--- config.mk ---
export PLATFORM = sky130hd
export DESIGN_NAME = load_store_unit
export DESIGN_NICKNAME = d
export VERILOG_FILES = /design/src/rtl/load_store_unit.sv
export SDC_FILE = /design/constraint.sdc
export NUM_CORES = 1
export LEC_CHECK = 0
export ABC_AREA = 1
export ABC_CLOCK_PERIOD_IN_PS = 2000
export CORE_ASPECT_RATIO = 1.1
export CORE_UTILIZATION = 38
export CTS_CLUSTER_SIZE = 12
export DETAILED_ROUTE_END_ITERATION = 8
export GPL_TIMING_DRIVEN = 0
export PLACE_DENSITY = 0.84
export SYNTH_ARGS = -nofsm -noshare
export SYNTH_HDL_FRONTEND = slang
export SYNTH_SLANG_ARGS = --single-unit
--- constraint.sdc ---
create_clock -name clk -period 2 [get_ports clk]
set_input_delay 0.6 -clock clk [delete_from_list [all_inputs] [get_ports clk]]
set_output_delay 0.6 -clock clk [all_outputs]
set_load 0.01 [all_outputs]
--- src/rtl/load_store_unit.sv ---
// Load/store unit: turns core load/store requests into single-beat bus accesses.
// Optional LSU_MISALIGN_TRAP_EN: misaligned accesses skip the bus and finish with err.
module load_store_unit #(
    parameter int TIMEOUT = 16
) (
    input  logic        clk,
    input  logic        rst_n,
    input  logic        MemRead,
    input  logic        MemWrite,
    input  logic [2:0]  funct3,
    input  logic [31:0] ALUout,
    input  logic [31:0] RegOp2,
    output logic        mem_req,
    output logic        mem_we,
    output logic [31:0] mem_addr,
    output logic [3:0]  mem_be,
    output logic [31:0] mem_wdata,
    input  logic        mem_gnt,
    input  logic        mem_rvalid,
    input  logic [31:0] mem_rdata,
    output logic [31:0] ReadData,
    output logic        stall,
    output logic        done,
    output logic        err
);

    typedef enum logic [1:0] {S_IDLE, S_REQ, S_WAIT, S_DONE} state_t;

    state_t      state_q, state_d;
    logic [7:0]  cnt_q, cnt_d;
    logic        err_q, err_d;
    logic [31:0] rdata_q, rdata_d;

    logic        is_load, is_store, access, misaligned, timeout_hit;
    logic [1:0]  size;
    logic [7:0]  byte_sel;
    logic [15:0] half_sel;
    logic [31:0] load_fmt;
    logic [3:0]  be_calc;
    logic [31:0] wdata_calc;

    // A simultaneous read and write request is treated as a load.
    assign is_load  = MemRead;
    assign is_store = MemWrite & ~MemRead;
    assign access   = MemRead | MemWrite;
    assign mem_addr = {ALUout[31:2], 2'b00};
    assign ReadData = rdata_q;
    assign timeout_hit = (cnt_q + 8'd1) == 8'(TIMEOUT);

    // size: 0 byte, 1 halfword, 2 word (reserved encodings fall into word)
    always_comb begin
        size = 2'd2;
        if (funct3[1:0] == 2'b00)      size = 2'd0;
        else if (funct3[1:0] == 2'b01) size = 2'd1;
    end

`ifdef LSU_MISALIGN_TRAP_EN
    assign misaligned = ((size == 2'd1) && ALUout[0]) ||
                        ((size == 2'd2) && (ALUout[1:0] != 2'b00));
`else
    assign misaligned = 1'b0;
`endif

    always_comb begin
        byte_sel = mem_rdata[7:0];
        case (ALUout[1:0])
            2'd1:    byte_sel = mem_rdata[15:8];
            2'd2:    byte_sel = mem_rdata[23:16];
            2'd3:    byte_sel = mem_rdata[31:24];
            default: byte_sel = mem_rdata[7:0];
        endcase
        half_sel = ALUout[1] ? mem_rdata[31:16] : mem_rdata[15:0];
        case (size)
            2'd0:    load_fmt = {{24{~funct3[2] & byte_sel[7]}}, byte_sel};
            2'd1:    load_fmt = {{16{~funct3[2] & half_sel[15]}}, half_sel};
            default: load_fmt = mem_rdata;
        endcase
    end

    always_comb begin
        case (size)
            2'd0: begin
                be_calc    = 4'b0001 << ALUout[1:0];
                wdata_calc = {4{RegOp2[7:0]}};
            end
            2'd1: begin
                be_calc    = 4'b0011 << {ALUout[1], 1'b0};
                wdata_calc = {2{RegOp2[15:0]}};
            end
            default: begin
                be_calc    = 4'b1111;
                wdata_calc = RegOp2;
            end
        endcase
        if (is_load) be_calc = 4'b1111;
    end

    always_comb begin
        state_d   = state_q;
        cnt_d     = cnt_q;
        err_d     = err_q;
        rdata_d   = rdata_q;
        mem_req   = 1'b0;
        mem_we    = 1'b0;
        mem_be    = 4'b0000;
        mem_wdata = 32'd0;
        stall     = 1'b0;
        done      = 1'b0;
        err       = 1'b0;
        case (state_q)
            S_IDLE: begin
                if (access) begin
                    stall = 1'b1;
                    cnt_d = 8'd0;
                    err_d = 1'b0;
                    if (misaligned) begin
                        state_d = S_DONE;
                        err_d   = 1'b1;
                        if (is_load) rdata_d = 32'd0;
                    end else begin
                        state_d = S_REQ;
                    end
                end
            end
            S_REQ: begin
                stall     = 1'b1;
                mem_req   = 1'b1;
                mem_we    = is_store;
                mem_be    = be_calc;
                mem_wdata = wdata_calc;
                cnt_d     = cnt_q + 8'd1;
                // An expiring budget wins over a grant arriving in the same cycle.
                if (timeout_hit) begin
                    state_d = S_DONE;
                    err_d   = 1'b1;
                    rdata_d = 32'd0;
                end else if (mem_gnt) begin
                    state_d = S_WAIT;
                end
            end
            S_WAIT: begin
                stall = 1'b1;
                cnt_d = cnt_q + 8'd1;
                if (mem_rvalid) begin
                    state_d = S_DONE;
                    if (is_load) rdata_d = load_fmt;
                end else if (timeout_hit) begin
                    state_d = S_DONE;
                    err_d   = 1'b1;
                    rdata_d = 32'd0;
                end
            end
            S_DONE: begin
                done    = 1'b1;
                err     = err_q;
                state_d = S_IDLE;
            end
            default: state_d = S_IDLE;
        endcase
    end

    always_ff @(posedge clk or negedge rst_n) begin
        if (!rst_n) begin
            state_q <= S_IDLE;
            cnt_q   <= 8'd0;
            err_q   <= 1'b0;
            rdata_q <= 32'd0;
        end else begin
            state_q <= state_d;
            cnt_q   <= cnt_d;
            err_q   <= err_d;
            rdata_q <= rdata_d;
        end
    end

endmodule
==> run_results.csv <==
group,metric,value,unit
status,status,"finished, violations left",
status,violations,"setup timing",
routing,route.detailed.drc,0,
critical_path,rrSetupSlack,0.10,ns
place,hpwlAfterDp,9.55,mm
critical_path,cp.arrival,1.57,ns
critical_path,end_kind,"output port",
clock_network,cts-root-buf,"clkbuf_8",
clock_network,cts_buffer_depth,2,
finish,final_cell_area,6150,um2
place,place.gp.congestion,0.956,
finish,fin_util,69.3,%
clock_network,cts_buffers,5,
timing,hold_viol,0,
global_route,grt_max_degree,38,
clock_network,clock_latency,0.30,ns
routing,drt_iter0_markers,242,
timing,slew_violations,0,
critical_path,cp_slowest_cell,"dfrtp_1",
synthesis,ys_warn_count,0,
floorplanning,coreArea,8870,um2
critical_path,startpoint,"state_q[1]",
global_route,grtUsageMet1,31.4,%
power,power.leakage,3.03,nW
timing,min_period,2.17,ns
flow_run,maxCapViolations,0,
min_path,hold_path.class,"input port to asynchronous set/reset pin",
routing,ant_nets,0,
power,p_per_area,978,nW/um2
clock_network,cts_tree,"yes",
place,portBuffers,177,
critical_path,path_cells,"inv_2 -> ha_4 -> clkinvlp_4 -> buf_4 -> a21oi_4 -> buf_6",
global_route,gr-usage-met3,4.09,%
finish,nets,831,
global_route,grtUsageMet2,47.7,%
global_route,grt_usage,26.3,%
routing,viasPerCell,5.22,
global_route,grt_pass1_vias,4294,
critical_path,critical_path.max_fanout,7,
clock_network,htreeDepth,2,
finish,diodes,0,
critical_path,startpoint_type,"register",
routing,first_pass_iters,5,
clock_network,clk_pin_slew,0.08,ns
critical_path,cp-endpoint,"mem_be[1]",
global_route,grt-busiest-layer,"met2",
synthesis,avgSynthCellArea,6.92,um2
timing,final.setup.worst_slack,-0.174,ns
finish,syn2layout_area_growth,76.9,%
global_route,antenna_found_initial,0,
global_route,grt_pass1_wl,19.9,mm
timing,min_period_over_period,109,%
floorplanning,chipWidth,93.2,um
timing,fmax,0.460,GHz
finish,drive_above_1_share,33.8,%
floorplanning,ios,210,
floorplanning,die_area,9530,um2
synthesis,synth.distinct_cells,29,
critical_path,worstSetupPathType,"register to output port",
critical_path,r2r_end,"ReadData[7]",
routing,num_vias,4353,
critical_path,cpPeakStageDelay,0.40,ns
place,placed_area,5410,um2
timing,setup_violations,39,
clock_network,holdBufCountCts,0,
timing,rsz0062_at_grt,"true",
routing,wl_per_cell,15.9,um
timing,fin_skew,0.00981,ns
synthesis,synthCells,502,
finish,finalNonFillerCells,834,
place,dp.cells,795,
global_route,gr-total-overflow,0,
floorplanning,row_count,36,
timing,fin_setup_tns,-3.74,ns
routing,routed_wl,13.3,mm
synthesis,synth_area,3470,um2
clock_network,clock_sinks,43,
critical_path,required,1.40,ns
synthesis,yosysSeqAreaShare,31.0,%
synthesis,ys_seq_elements,43,
floorplanning,start_util,39.1,%
critical_path,r2r-start,"state_q[1]",
critical_path,r2r_cells,10,
floorplanning,dieHeight,102,um
power,ir_worst_vdd,0.801,mV
-- routing by layer --
layer  vias to the layer above  wire, um  share of wire [%]
li1                       2063         -                  -
met1                      2004      5130                 39
met2                       239      6760                 51
met3                        47       925                7.0
met4                         0       438                3.3
met5                         -         0                  0
-- state kept, by name (all words and copies together) (netlist names) --
signal	cells
state_q	2
err_q	1
ReadData	32
cnt_q	8
-- critical path, delay by kind of cell, from the launching register on --
family | cells | cell delay [ns]
compound gates | 1 | 0.13
flops | 1 | 0.40
buf+inv | 4 | 0.57
fa+ha+maj | 1 | 0.18
-- area by class of cell --
class / count / area [um2]
buffer: 58 / 498
clock buffer: 6 / 82.6
clock inverter: 1 / 5.00
fill: 720 / 2730
inverter: 37 / 160
multi-input combinational: 364 / 2210
sequential: 43 / 1080
tap: 114 / 143
timing repair buffer: 211 / 1970
-- worst min-delay path by stage --
stage / startpoint / endpoint / cells after the start
after floorplan: rst_n / ReadData[0] / 0
after global placement: ReadData[1] / ReadData[1] / 2
after detailed placement: rst_n / cnt_q[1] / 1
after CTS: rst_n / cnt_q[1] / 1
after global routing: rst_n / err_q / 1
final: rst_n / err_q / 1
-- cell usage after synthesis (all sizes together) --
cell,instances,area share [%]
a21oi,7,1.0
a22oi,1,0.22
buf,46,9.4
clkbuf,13,1.4
clkinv,1,0.11
conb,1,0.11
dfrtp,43,31
ha,6,2.2
inv,36,3.9
nand2,127,14
nand3,86,17
nand4,4,0.72
nor2,66,7.9
nor3,4,0.58
o2111ai,7,1.8
o211ai,1,0.22
o21ai,34,4.9
o22ai,18,3.2
o31ai,1,0.36
-- through the flow --
step / total power (W) / worst slack (ns) / hold WS, ns
finish: 0.00601 / -0.174 / 0.138
global placement: 0.00447 / -1.37 / 0.494
floorplan: 0.00288 / -0.0409 / 0.304
global route: 0.00638 / -0.245 / 0.142
CTS: 0.00563 / -0.186 / 0.143
detailed placement: 0.00455 / -1.35 / 0.462
-- cells by family after synthesis --
| family | after synthesis | synth area share, % |
|---|---|---|
| simple gates | 287 | 40.2 |
| buf+inv | 96 | 14.8 |
| compound gates | 69 | 11.7 |
| flops | 43 | 31.0 |
| fa+ha+maj | 6 | 2.16 |
| other cells | 1 | 0.108 |
-- power breakdown --
group,internal [W],switching [W]
clock network,0.000272,0.000307
registers,0.00119,0.000252
logic,0.00210,0.00189
total,0.00356,0.00245
-- layout by cell type (no fill, tap or decap), drive strengths merged --
| cell type | instances |
|---|---|
| nand2 | 127 |
| buf | 123 |
| clkdlybuf4s50 | 119 |
| nand3 | 86 |
| nor2 | 66 |
| dfrtp | 43 |
| inv | 35 |
| o21ai | 34 |
| clkbuf | 20 |
| o22ai | 18 |
| dlygate4sd2 | 12 |
| o2111ai | 7 |
| a21oi | 7 |
| ha | 6 |
| nand4 | 4 |
| nor3 | 4 |
| conb | 2 |
| clkinv | 2 |
| clkinvlp | 1 |
| o31ai | 1 |
| a22oi | 1 |
| o211ai | 1 |
| clkdlybuf4s18 | 1 |
-- what timing repair did --
action	4_1_cts	5_1_grt
cloned	3	0
gates resized for setup	318	50
pin swaps	19	17
setup buffers	23	8
setup endpoints to repair	76	75
Note: power is estimated with default switching activity, not from simulation.
